## src/rtl/ps2_kbd_rx.sv

```systemverilog
// PS/2 keyboard receiver: synchronises the PS/2 pair, deserialises 11-bit frames,
// folds E0/F0 prefixes into key events and queues them in a small FIFO.
module ps2_kbd_rx #(
    parameter int TIMEOUT   = 4096,
    parameter int FIFO_BITS = 2
) (
    input  logic       clk_sys,
    input  logic       reset,
    input  logic       ps2_clk,
    input  logic       ps2_data,
    output logic [7:0] rx_byte,
    output logic       rx_strobe,
    output logic       rx_err,
    output logic       evt_valid,
    output logic [7:0] evt_code,
    output logic       evt_ext,
    output logic       evt_release,
    input  logic       evt_rd,
    output logic       overflow
);
    localparam int TW    = $clog2(TIMEOUT + 1);
    localparam int DEPTH = 1 << FIFO_BITS;

    typedef enum logic [1:0] {IDLE, RECV, CHECK} state_t;

    logic                 clk_s1_q, clk_s2_q, clk_prev_q, dat_s1_q, dat_s2_q;
    logic                 fall;
    state_t               state_q, state_d;
    logic [3:0]           bit_cnt_q, bit_cnt_d;
    logic [8:0]           shift_q, shift_d;
    logic [TW-1:0]        to_cnt_q, to_cnt_d;
    logic [7:0]           byte_q, byte_d;
    logic                 strobe_q, strobe_d, err_q, err_d;
    logic                 ext_pend_q, ext_pend_d, rel_pend_q, rel_pend_d;
    logic                 push_q, push_d;
    logic [9:0]           push_data_q, push_data_d;
    logic [9:0]           mem_q [DEPTH], mem_d [DEPTH];
    logic [FIFO_BITS-1:0] wr_ptr_q, wr_ptr_d, rd_ptr_q, rd_ptr_d;
    logic [FIFO_BITS:0]   count_q, count_d;
    logic                 overflow_q, overflow_d;
    logic                 do_push, do_pop, full;
    logic [9:0]           head;

    assign fall = clk_prev_q & ~clk_s2_q;

    // Frame FSM. The stop-bit edge both enters CHECK and registers the verdict,
    // so rx_strobe/rx_err are high exactly while the FSM sits in CHECK.
    always_comb begin
        state_d   = state_q;
        bit_cnt_d = bit_cnt_q;
        shift_d   = shift_q;
        to_cnt_d  = to_cnt_q;
        byte_d    = byte_q;
        strobe_d  = 1'b0;
        err_d     = 1'b0;
        case (state_q)
            IDLE: begin
                to_cnt_d = '0;
                if (fall && !dat_s2_q) begin
                    state_d   = RECV;
                    bit_cnt_d = 4'd1;
                end
            end
            RECV: begin
                if (fall) begin
                    to_cnt_d  = '0;
                    bit_cnt_d = bit_cnt_q + 4'd1;
                    if (bit_cnt_q == 4'd10) begin
                        state_d = CHECK;
                        if (dat_s2_q && (^shift_q)) begin
                            byte_d   = shift_q[7:0];
                            strobe_d = 1'b1;
                        end else begin
                            err_d = 1'b1;
                        end
                    end else begin
                        shift_d = {dat_s2_q, shift_q[8:1]};
                    end
                end else if (to_cnt_q == TW'(TIMEOUT - 1)) begin
                    to_cnt_d = '0;
                    err_d    = 1'b1;
                    state_d  = IDLE;
                end else begin
                    to_cnt_d = to_cnt_q + 1'b1;
                end
            end
            default: state_d = IDLE;
        endcase
    end

    // Prefix folding: E0/F0 only arm flags; any other byte becomes an event.
    always_comb begin
        ext_pend_d  = ext_pend_q;
        rel_pend_d  = rel_pend_q;
        push_d      = 1'b0;
        push_data_d = push_data_q;
        if (err_q) begin
            ext_pend_d = 1'b0;
            rel_pend_d = 1'b0;
        end else if (strobe_q) begin
            if (byte_q == 8'hE0) begin
                ext_pend_d = 1'b1;
            end else if (byte_q == 8'hF0) begin
                rel_pend_d = 1'b1;
            end else begin
                push_d      = 1'b1;
                push_data_d = {ext_pend_q, rel_pend_q, byte_q};
                ext_pend_d  = 1'b0;
                rel_pend_d  = 1'b0;
            end
        end
    end

    assign full    = (count_q == (FIFO_BITS + 1)'(DEPTH));
    assign do_pop  = evt_rd && (count_q != '0);
    assign do_push = push_q && (!full || do_pop);

    always_comb begin
        mem_d      = mem_q;
        wr_ptr_d   = wr_ptr_q;
        rd_ptr_d   = rd_ptr_q;
        count_d    = count_q;
        overflow_d = overflow_q | (push_q & full & ~do_pop);
        if (do_push) begin
            mem_d[wr_ptr_q] = push_data_q;
            wr_ptr_d        = wr_ptr_q + 1'b1;
        end
        if (do_pop) begin
            rd_ptr_d = rd_ptr_q + 1'b1;
        end
        case ({do_push, do_pop})
            2'b10:   count_d = count_q + 1'b1;
            2'b01:   count_d = count_q - 1'b1;
            default: count_d = count_q;
        endcase
    end

    always_ff @(posedge clk_sys) begin
        if (reset) begin
            clk_s1_q    <= 1'b1;
            clk_s2_q    <= 1'b1;
            clk_prev_q  <= 1'b1;
            dat_s1_q    <= 1'b1;
            dat_s2_q    <= 1'b1;
            state_q     <= IDLE;
            bit_cnt_q   <= '0;
            shift_q     <= '0;
            to_cnt_q    <= '0;
            byte_q      <= '0;
            strobe_q    <= 1'b0;
            err_q       <= 1'b0;
            ext_pend_q  <= 1'b0;
            rel_pend_q  <= 1'b0;
            push_q      <= 1'b0;
            push_data_q <= '0;
            for (int i = 0; i < DEPTH; i++) mem_q[i] <= '0;
            wr_ptr_q    <= '0;
            rd_ptr_q    <= '0;
            count_q     <= '0;
            overflow_q  <= 1'b0;
        end else begin
            clk_s1_q    <= ps2_clk;
            clk_s2_q    <= clk_s1_q;
            clk_prev_q  <= clk_s2_q;
            dat_s1_q    <= ps2_data;
            dat_s2_q    <= dat_s1_q;
            state_q     <= state_d;
            bit_cnt_q   <= bit_cnt_d;
            shift_q     <= shift_d;
            to_cnt_q    <= to_cnt_d;
            byte_q      <= byte_d;
            strobe_q    <= strobe_d;
            err_q       <= err_d;
            ext_pend_q  <= ext_pend_d;
            rel_pend_q  <= rel_pend_d;
            push_q      <= push_d;
            push_data_q <= push_data_d;
            mem_q       <= mem_d;
            wr_ptr_q    <= wr_ptr_d;
            rd_ptr_q    <= rd_ptr_d;
            count_q     <= count_d;
            overflow_q  <= overflow_d;
        end
    end

    assign head        = mem_q[rd_ptr_q];
    assign rx_byte     = byte_q;
    assign rx_strobe   = strobe_q;
    assign rx_err      = err_q;
    assign evt_valid   = (count_q != '0);
    assign evt_code    = evt_valid ? head[7:0] : 8'h00;
    assign evt_ext     = evt_valid & head[9];
    assign evt_release = evt_valid & head[8];
    assign overflow    = overflow_q;
endmodule
```

## config.mk

```make
export PLATFORM = sky130hd
export DESIGN_NAME = ps2_kbd_rx
export DESIGN_NICKNAME = d
export VERILOG_FILES = /design/src/rtl/ps2_kbd_rx.sv
export SDC_FILE = /design/constraint.sdc
export NUM_CORES = 1
export LEC_CHECK = 0
export BUFFER_PORTS_ARGS = -buffer_cell sky130_fd_sc_hd__buf_2
export CAP_MARGIN = 25
export CORE_MARGIN = 2
export CORE_UTILIZATION = 55
export CTS_CLUSTER_SIZE = 24
export DETAILED_ROUTE_END_ITERATION = 6
export PLACE_DENSITY = 0.81
export SLEW_MARGIN = 40
export SYNTH_ARGS = -nofsm -noshare
export SYNTH_HDL_FRONTEND = slang
export SYNTH_SLANG_ARGS = --single-unit
```

## constraint.sdc

```tcl
create_clock -name clk_sys -period 5.4 [get_ports clk_sys]
set_input_delay 0.27 -clock clk_sys [delete_from_list [all_inputs] [get_ports clk_sys]]
set_output_delay 0.27 -clock clk_sys [all_outputs]
set_load 0.1 [all_outputs]
```

==> flow_summary.yaml <==
synth:
  synth.distinct_cells: 49
  syn_area_um2: 4553
  synth_edf_count: 0
  postSynthAreaPerCell_um2: 8.963
  yosys_warnings: 0
  syn_inst: 508
  synth-main-ff-cell: "dfxtp_1"
  synth-seq-cells: 104
  synth_fp_nets: 522
  async_reset_ff_share_pct: 0
  seq_area_frac_synth_pct: 45.73
layout:
  fill_cells: 697
  nNetsFinal: 529
  layout-drive-gt1-share_pct: 12.77
  synthToLayoutAreaGrowth_pct: 6.403
  antennaDiodeCount: 0
  stdcell_count: 622
floorplanning:
  rows: 33
  die_w_um: 94.99
  initial_utilization_pct: 55.98
  die_h_um: 94.99
  die-area_um2: 9022
  io_pins: 27
  core_area_um2: 8134
routing:
  vias: 3675
  drt-total-wl_um: 9634
  drt_pass1_iterations: 4
  postRouteAntennaNets: 0
  vias_per_cell: 5.908
  wl_per_cell_um: 15.49
  drt-initial-drc-count: 283
  drcViolationCount: 0
clock_tree:
  clockBufferDepth: 2
  post_cts_buffers: 0
  path_clk_slew_ns: 0.09
  hold_buffers: 0
  cts_tree: "yes"
  ctsHtreeMaxLevel: 3
  clkSinkCount: 104
  clk_latency_ns: 0.36
  ctsResizeCount: 0
  numCtsBuffers: 9
  cts-root-buf: "clkbuf_8"
setup_path:
  path_common_cell: "inv_1"
  crit_path_start_kind: "flop"
  cp_max_fo: 47
  end_kind: "flop"
  cp_slowest_cell: "nor4b_1"
  slowest_delay_ns: 0.44
  cp_num_buf_inv: 3
  required_ns: 5.69
  path_cells: "nor4b_1 -> nor2b_2 -> buf_4 -> inv_1 -> ha_1 -> inv_1 -> fa_1 -> xor2_1 -> or3_1 -> a21oi_1"
  arrival_ns: 2.85
  worstSetupPathType: "flop to flop"
  path_delay_family: "simple AND/OR/NAND/NOR gates"
global_routing:
  antenna_found_initial: 0
  grt_max_degree: 104
  grt_pass1_vias: 3404
  gr-total-overflow: 0
  grt_pass1_wl_um: 16030
  gr-usage-all-layers_pct: 22.60
sta:
  rsz0062_at_grt: "no"
  fin_skew_ns: 0.005415
  drv_slew: 0
  period_minus_slack_ns: 2.552
  relSlewSlack_pct: 44.25
  max_freq_ghz: 0.3918
  hold_viol_final: 0
  finalSetupViolations: 0
  fin_crit_sh_pct: 47.26
  tns_ns: 0
  worstMarginPinSlew_ns: 0.8299
placement:
  dpl.cell_count: 609
  portBuffers: 26
  dp_hpwl_um: 6361
  place.gp.congestion: 0.8809
flow_run:
  max_cap_violations: 0
power_and_ir_drop:
  ir_drop_mv: 0.2134
  power_frac_seq_pct: 61.5
  p_clk_share_pct: 37.0
  p_switching_mw: 0.2592
  combinationalPowerShare_pct: 1.6
  p_per_area_nw_per_um2: 258.4
  total_leakage_power_nw: 1.683
  swShare_pct: 20.71
  internal_power_mw: 0.9926
hold_path:
  hold_class: "input pin to flop"
outcome:
  outcome: "complete, no violations"
[layer usage]
layer | up-vias | global-route usage (%) | wire (µm)
met5 | - | 0 | 0
met3 | 19 | 3.831 | 529
li1 | 1798 | - | -
met2 | 101 | 36.05 | 4539
met4 | 0 | 8.454 | 165
met1 | 1757 | 30.89 | 4400
[placed cells by master, fill, tap and decap left out, drive strengths merged, types with 2 or more instances in the layout]
master  instances
a21oi          70
o311a           2
nand4          13
nor2           40
or3             5
clkbuf         12
a22oi           2
mux4           10
nand2          65
inv            11
nor4            3
nor3            9
nand2b          3
xor2            7
xnor2           7
nor2b           3
a41oi           2
dfxtp         104
o31ai           9
o21ai           6
a31oi           2
ha              8
buf            28
a311oi          4
mux2i          11
or2             6
and2           12
nand3          52
a211oi          2
[per-stage QoR]
| step | setup slack [ns] | hold WS [ns] | utilization [%] | power [mW] | cell area (µm²) |
|---|---|---|---|---|---|
| floorplan | 2.798 | 0.3542 | - | 0.8051 | 4553 |
| global placement | 2.938 | 0.3926 | 57.35 | 0.8064 | 4664 |
| detailed placement | 2.850 | 0.3945 | 57.39 | 0.8072 | 4668 |
| CTS | 2.778 | 0.07549 | 59.54 | 1.257 | 4843 |
| global route | 2.661 | 0.08754 | 59.56 | 1.285 | 4845 |
| finish | 2.848 | 0.08893 | 59.56 | 1.252 | 4845 |
[worst reg2reg max path, stage by stage (launching register included)]
cell	delay, ns
dfxtp_1	0.35
nor4b_1	0.44
nor2b_2	0.07
buf_4	0.28
inv_1	0.11
ha_1	0.19
inv_1	0.06
fa_1	0.38
xor2_1	0.16
or3_1	0.31
a21oi_1	0.13
[worst paths after layout]
| check | startpoint | end | slack (ns) | cells past startpoint |
|---|---|---|---|---|
| hold reg to reg | clk_s1_q | clk_s2_q | 0.41 | 1 |
| hold / removal | ps2_clk | clk_s1_q | 0.09 | 2 |
| setup reg to reg | count_q[0] | count_q[2] | 2.85 | 10 |
| setup / recovery | count_q[0] | count_q[2] | 2.85 | 10 |
[final cells by class]
cell class	instances	area (µm²)	area share (%)
well taps	105	131.4	2.712
inverters	11	41.29	0.8523
repair buffers	28	148.9	3.073
clock inverters	1	30.03	0.6198
multi-input cells	361	2265	46.75
clock buffers	12	145.1	2.996
flip-flops and latches	104	2083	43.00
[power by group through the flow]
stage                     combinational [mW]  clock, mW  sequential, mW
after global placement                0.0188          0           0.788
after global routing                  0.0216      0.494           0.770
after CTS                             0.0193      0.468           0.770
final                                 0.0194      0.463           0.770
after floorplan                       0.0184          0           0.787
after detailed placement              0.0194          0           0.788
[logic make-up after synthesis]
logic type / after synthesis / synth area share (%)
simple gates: 215 / 22.51
flops: 104 / 45.73
compound gates: 101 / 12.81
buf+inv: 43 / 4.589
mux: 21 / 7.365
xor+xnor: 15 / 4.369
fa+ha+maj: 9 / 2.638
[cells in the mapped netlist (all sizes together) (2+ instances only)]
master,number,area [µm²]
xor2,7,80.08
and2,12,75.07
dfxtp,104,2082
nor2b,3,18.77
a22oi,2,15.01
nand2b,3,21.27
nor2,40,150.1
o311a,2,20.02
a211oi,2,15.01
nor4,3,25.02
a21oi,70,350.3
mux2i,11,110.1
nand2,65,246.5
o21ai,6,30.03
clkbuf,20,98.85
inv,11,41.29
nor3,9,45.04
a311oi,4,35.03
or2,6,37.54
or3,5,31.28
xnor2,7,95.09
nand4,13,81.33
mux4,10,225.2
o31ai,9,67.56
a41oi,2,17.52
buf,11,60.06
a31oi,2,12.51
nand3,52,260.3
ha,8,100.1
[state kept, by name, summed over array words and instances, names as in the netlist, 2 cells and up]
| signal | count |
|---|---|
| shift_q | 9 |
| push_data_q | 10 |
| state_q | 2 |
| rx_byte | 8 |
| bit_cnt_q | 4 |
| count_q | 3 |
| wr_ptr_q | 2 |
| mem_q | 40 |
| to_cnt_q | 13 |
| rd_ptr_q | 2 |
Note: power is estimated with default switching activity, not from simulation.
